[src/rtl/data_cache.sv]
// Direct-mapped, 8-line x 1-word write-through data cache without write-allocate.
// Load hits complete combinationally; misses and stores go through a single-word memory port.
module data_cache (
  input  logic        clk,
  input  logic        rst,
  input  logic        req_valid,
  input  logic        req_we,
  input  logic [31:0] addr,
  input  logic [31:0] wdata,
  input  logic        flush,
  output logic [31:0] rdata,
  output logic        stall,
  output logic        mem_req,
  output logic        mem_we,
  output logic [31:0] mem_addr,
  output logic [31:0] mem_wdata,
  input  logic        mem_ready,
  input  logic [31:0] mem_rdata,
  output logic [15:0] hit_count,
  output logic [15:0] miss_count,
  output logic [1:0]  dbg_state
);

  // Memory handshake: mem_req is held with stable mem_addr/mem_we/mem_wdata
  // until a single-cycle mem_ready pulse completes the transfer.
  typedef enum logic [1:0] {
    IDLE    = 2'd0,
    RD_MISS = 2'd1,
    WR_THRU = 2'd2,
    RESP    = 2'd3
  } state_t;

  state_t      state_q, state_d;
  logic [7:0]  valid_q, valid_d;
  logic [15:0] hit_cnt_q, hit_cnt_d;
  logic [15:0] miss_cnt_q, miss_cnt_d;
  logic [29:0] addr_q, addr_d;
  logic [31:0] wdata_q, wdata_d;
  logic [31:0] fill_q, fill_d;

  logic [26:0] tag_mem [8];
  logic [31:0] data_mem [8];

  logic        data_we;
  logic        tag_we;
  logic [31:0] arr_data_d;

  logic [2:0]  req_idx;
  logic [26:0] req_tag;
  logic        req_hit;
  logic [2:0]  line_idx;
  logic [26:0] line_tag;
  logic        unused_addr;

  assign req_idx     = addr[4:2];
  assign req_tag     = addr[31:5];
  assign req_hit     = valid_q[req_idx] && (tag_mem[req_idx] == req_tag);
  assign line_idx    = addr_q[2:0];
  assign line_tag    = addr_q[29:3];
  assign unused_addr = ^addr[1:0];

  assign mem_addr   = {addr_q, 2'b00};
  assign mem_wdata  = wdata_q;
  assign hit_count  = hit_cnt_q;
  assign miss_count = miss_cnt_q;
  assign dbg_state  = state_q;

  always_comb begin
    state_d    = state_q;
    valid_d    = valid_q;
    hit_cnt_d  = hit_cnt_q;
    miss_cnt_d = miss_cnt_q;
    addr_d     = addr_q;
    wdata_d    = wdata_q;
    fill_d     = fill_q;
    data_we    = 1'b0;
    tag_we     = 1'b0;
    arr_data_d = mem_rdata;
    stall      = 1'b0;
    mem_req    = 1'b0;
    mem_we     = 1'b0;
    rdata      = fill_q;

    case (state_q)
      IDLE: begin
        rdata = data_mem[req_idx];
        // Flush wins; the held request is re-evaluated next cycle against the empty cache.
        if (flush) begin
          valid_d = 8'h00;
          stall   = 1'b1;
        end else if (req_valid) begin
          if (req_we) begin
            stall   = 1'b1;
            addr_d  = addr[31:2];
            wdata_d = wdata;
            state_d = WR_THRU;
          end else if (req_hit) begin
            if (hit_cnt_q != 16'hFFFF) hit_cnt_d = hit_cnt_q + 16'd1;
          end else begin
            stall   = 1'b1;
            addr_d  = addr[31:2];
            state_d = RD_MISS;
            if (miss_cnt_q != 16'hFFFF) miss_cnt_d = miss_cnt_q + 16'd1;
          end
        end
      end
      RD_MISS: begin
        mem_req = 1'b1;
        stall   = 1'b1;
        if (mem_ready) begin
          data_we           = 1'b1;
          tag_we            = 1'b1;
          valid_d[line_idx] = 1'b1;
          fill_d            = mem_rdata;
          state_d           = RESP;
        end
      end
      WR_THRU: begin
        mem_req    = 1'b1;
        mem_we     = 1'b1;
        stall      = 1'b1;
        arr_data_d = wdata_q;
        if (mem_ready) begin
          // No write-allocate: only a resident line picks up the store.
          data_we = valid_q[line_idx] && (tag_mem[line_idx] == line_tag);
          state_d = RESP;
        end
      end
      RESP: begin
        state_d = IDLE;
      end
      default: begin
        state_d = IDLE;
      end
    endcase
  end

  always_ff @(posedge clk or posedge rst) begin
    if (rst) begin
      state_q    <= IDLE;
      valid_q    <= 8'h00;
      hit_cnt_q  <= 16'h0000;
      miss_cnt_q <= 16'h0000;
      addr_q     <= 30'h0;
      wdata_q    <= 32'h0;
      fill_q     <= 32'h0;
    end else begin
      state_q    <= state_d;
      valid_q    <= valid_d;
      hit_cnt_q  <= hit_cnt_d;
      miss_cnt_q <= miss_cnt_d;
      addr_q     <= addr_d;
      wdata_q    <= wdata_d;
      fill_q     <= fill_d;
    end
  end

  // Tag and data arrays carry no reset; the valid bits alone qualify them.
  always_ff @(posedge clk) begin
    if (data_we) data_mem[line_idx] <= arr_data_d;
    if (tag_we)  tag_mem[line_idx]  <= line_tag;
  end

endmodule

[config.mk]
export PLATFORM = sky130hd
export DESIGN_NAME = data_cache
export DESIGN_NICKNAME = d
export VERILOG_FILES = /design/src/rtl/data_cache.sv
export SDC_FILE = /design/constraint.sdc
export NUM_CORES = 1
export LEC_CHECK = 0
export CELL_PAD_IN_SITES_DETAIL_PLACEMENT = 0
export CELL_PAD_IN_SITES_GLOBAL_PLACEMENT = 2
export CORE_AREA = 2 2 244 246
export DETAILED_ROUTE_END_ITERATION = 7
export DIE_AREA = 0 0 246 248
export PLACE_DENSITY = 0.9
export RECOVER_POWER = 100
export SLEW_MARGIN = 40
export SYNTH_ARGS = -nofsm -noshare
export SYNTH_HDL_FRONTEND = slang
export SYNTH_SLANG_ARGS = --single-unit
[constraint.sdc]
create_clock -name clk -period 6.9 [get_ports clk]
set_clock_uncertainty 0.05 [all_clocks]
set_input_delay 1.38 -clock clk [delete_from_list [all_inputs] [get_ports clk]]
set_output_delay 1.38 -clock clk [all_outputs]
set_load 0.03 [all_outputs]
==> results_dict.tcl <==
set metrics [dict create \
    status "finished, violations left" \
    violations "capacitance limit, slew limit" \
    synth-seq-cells 608 \
    worstReg2RegStart "addr_q[0]$_DFFE_PP0P_" \
    cts_tree "built" \
    cts.clk_slew.worst_paths_ps 60 \
    wl_per_cell_um 24.9 \
    cp.required_ps 5470 \
    hpwl_um 42400 \
    cts_setup_buffers 0 \
    grt_first_pass_wirelength_um 101000 \
    worstMarginPinSlew_ps 3910 \
    final_cell_mix "edfxtp_1, dfrtp_1, dlygate4sd3_1, mux2i_1, clkdlybuf4s50_1" \
    clockBufferDepth 3 \
    nets 1960 \
    finalMaxSlewViolations 585 \
    drt_iter0_drc 1356 \
    ant_nets 0 \
    via_count 15700 \
    holdBufCountCts 0 \
    min_from "miss_count[10]$_DFFE_PP0P_" \
    post-place-ws_ps 653 \
    antenna_found_initial 2 \
    cts_root_buffer "clkbuf_16" \
    yosysSeqAreaShare_pct 65.9 \
    numCtsBuffers 61 \
    endpoint_kind "primary output" \
    postSynthAreaPerCell_um2 16.7 \
    grt_setup_unrepaired "false" \
    startpoint "addr[3]" \
    worstPathArrival_ps 5030 \
    hold_violations 0 \
    die-area_um2 61000 \
    fin_cells 2679 \
    final_layout_size_suffix_gt1_share_pct 17.6 \
    cts.sinks 608 \
    fin_tns_setup_ps 0 \
    clock_latency_ps 650 \
    placed_cell_area_um2 30000 \
    fin_crit_ps 6460 \
    yosysTopAreaCell "edfxtp_1" \
    power.total_mw 12.6 \
    cts.htree.levels 2 \
    finalSetupViolCount 0 \
    ys_top_cells_by_area "edfxtp_1, dfrtp_1, mux4_2, mux2_2, mux2i_1" \
    fmax_mhz 155 \
    synth_ff_type "edfxtp_1" \
    overflow 0 \
    initial_core_util_pct 45.6 \
    synthCells 1602 \
    synthArstFlopShare_pct 22.4 \
    final_common_cell "edfxtp_1" \
    via_per_inst 5.86 \
    postLayoutCellArea_um2 31800 \
    hold_ws_ps 438 \
    p_per_area_nw_per_um2 397 \
    fin_crit_sh_pct 93.6 \
    io_pins 235 \
    critPathMaxFanout 31 \
    fin_util_pct 54.4 \
    synthToLayoutAreaGrowth_pct 19.3 \
    grt_pass1_vias 16100 \
    synth_area_um2 26700 \
    yosys_warnings 0 \
    num_rows 89 \
    maxSlewHeadroom_pct -162 \
    wirelength_um 66800 \
    setup_ws_ps 440 \
    synth.distinct_cells 65 \
    port_buffers 230 \
    synth_top_area_share_pct 53.1 \
    cts_resized 0 \
    die_w_um 246 \
    hp-class "flop to flop" \
    leakage_nw 11.5 \
    dieHeight_um 248 \
    drv_cap 17 \
    path_class "primary input to primary output" \
    core_um2 58500 \
    track_usage_pct 22.1 \
    firstDrtPassIters 5 \
    vdd_drop_max_mv 0.275 \
    drc 0 \
    grt_max_degree 82 \
    dpl.cell_count 2562 \
    synth_edf_count 472 \
    gp_congestion 0.885 \
    start_kind "primary input" \
]
[final cells by class]
cell class                 instances  area, µm²
timing repair buffer             276       2630
fill                            4628      26600
clock inverter                    39        409
sequential                       608      17600
tap                              773        967
multi-input combinational        891       8550
inverter                          14       53.8
antenna                            1       2.50
clock buffer                      77       1640
[worst paths after layout]
check | endpoint | cells after the start | slack (ps)
max | stall | 10 | 440
min | miss_count[10]$_DFFE_PP0P_ | 1 | 440
max reg2reg | data_mem[3][8]$_DFFE_PP_ | 10 | 570
min reg2reg | miss_count[10]$_DFFE_PP0P_ | 1 | 440
max in group asynchronous | mem_wdata[21]$_DFFE_PP0P_ | 3 | 1720
min in group asynchronous | fill_q[27]$_DFFE_PP0P_ | 2 | 2290
[layer usage]
metal / up-vias / part of all wire, % / track usage, %
met5: - / 0.019 / 0
met4: 2 / 1.9 / 5.12
met3: 89 / 6.9 / 4.05
met2: 619 / 49 / 36.5
met1: 8137 / 42 / 30.6
li1: 6861 / - / -
[flip-flops by register name (all words and copies together) (netlist names)]
| register | flops |
|---|---|
| valid_q | 8 |
| mem_wdata | 32 |
| addr_q | 30 |
| tag_mem | 216 |
| data_mem | 256 |
| miss_count | 16 |
| fill_q | 32 |
| dbg_state | 2 |
| hit_count | 16 |
[report_power, final]
part | internal, mW | leakage [nW] | switching, mW
Sequential | 4.80 | 5.97 | 0.580
Combinational | 1.52 | 4.56 | 2.39
Clock | 1.92 | 0.985 | 1.41
Total | 8.24 | 11.5 | 4.39
[Yosys cell counts (3+ instances only)]
master     instances
edfxtp_1         472
dfrtp_1          136
mux2_2           114
mux2i_1          108
mux4_2            96
nor2_1            90
xor2_1            58
a21oi_1           54
a22oi_1           54
nand2_1           53
clkbuf_1          33
nand3_1           25
mux2_4            21
buf_2             19
nand4_1           19
buf_1             17
a221oi_1          16
nor3_1            14
and3_1            12
inv_1             12
nor2b_1           12
xnor2_1           12
o21ai_0           11
o22ai_1           11
buf_4             10
buf_6             10
mux4_1            10
a22o_1             9
o211ai_1           7
a21bo_2            6
ha_1               6
mux2_1             6
nand3b_1           6
nor4_1             6
or3_1              6
and2_1             5
nor3b_1            4
a2111oi_0          3
a221o_1            3
and3b_1            3
[critical path, cell delays in order]
cell and delay, ps:
buf_4 410, mux4_2 570, mux2i_1 230, xor2_1 340, o211ai_1 190, nor4_1 380
nand4_1 430, o21ai_0 310, a211oi_1 100, clkdlybuf4s50_1 650
[kinds of logic after synthesis]
group                      Yosys count  synth area share [%]
AOI/OAI and AO/OA                  189                  4.95
DFF                                608                  65.9
buffers and inverters              104                  2.04
and+or+nand+nor                    268                  5.09
other                                1                0.0141
adders and majority gates            6                 0.281
xor gates and xnor gates            70                  2.30
muxes                              356                  19.4
Power figures use the tool's default switching activity.
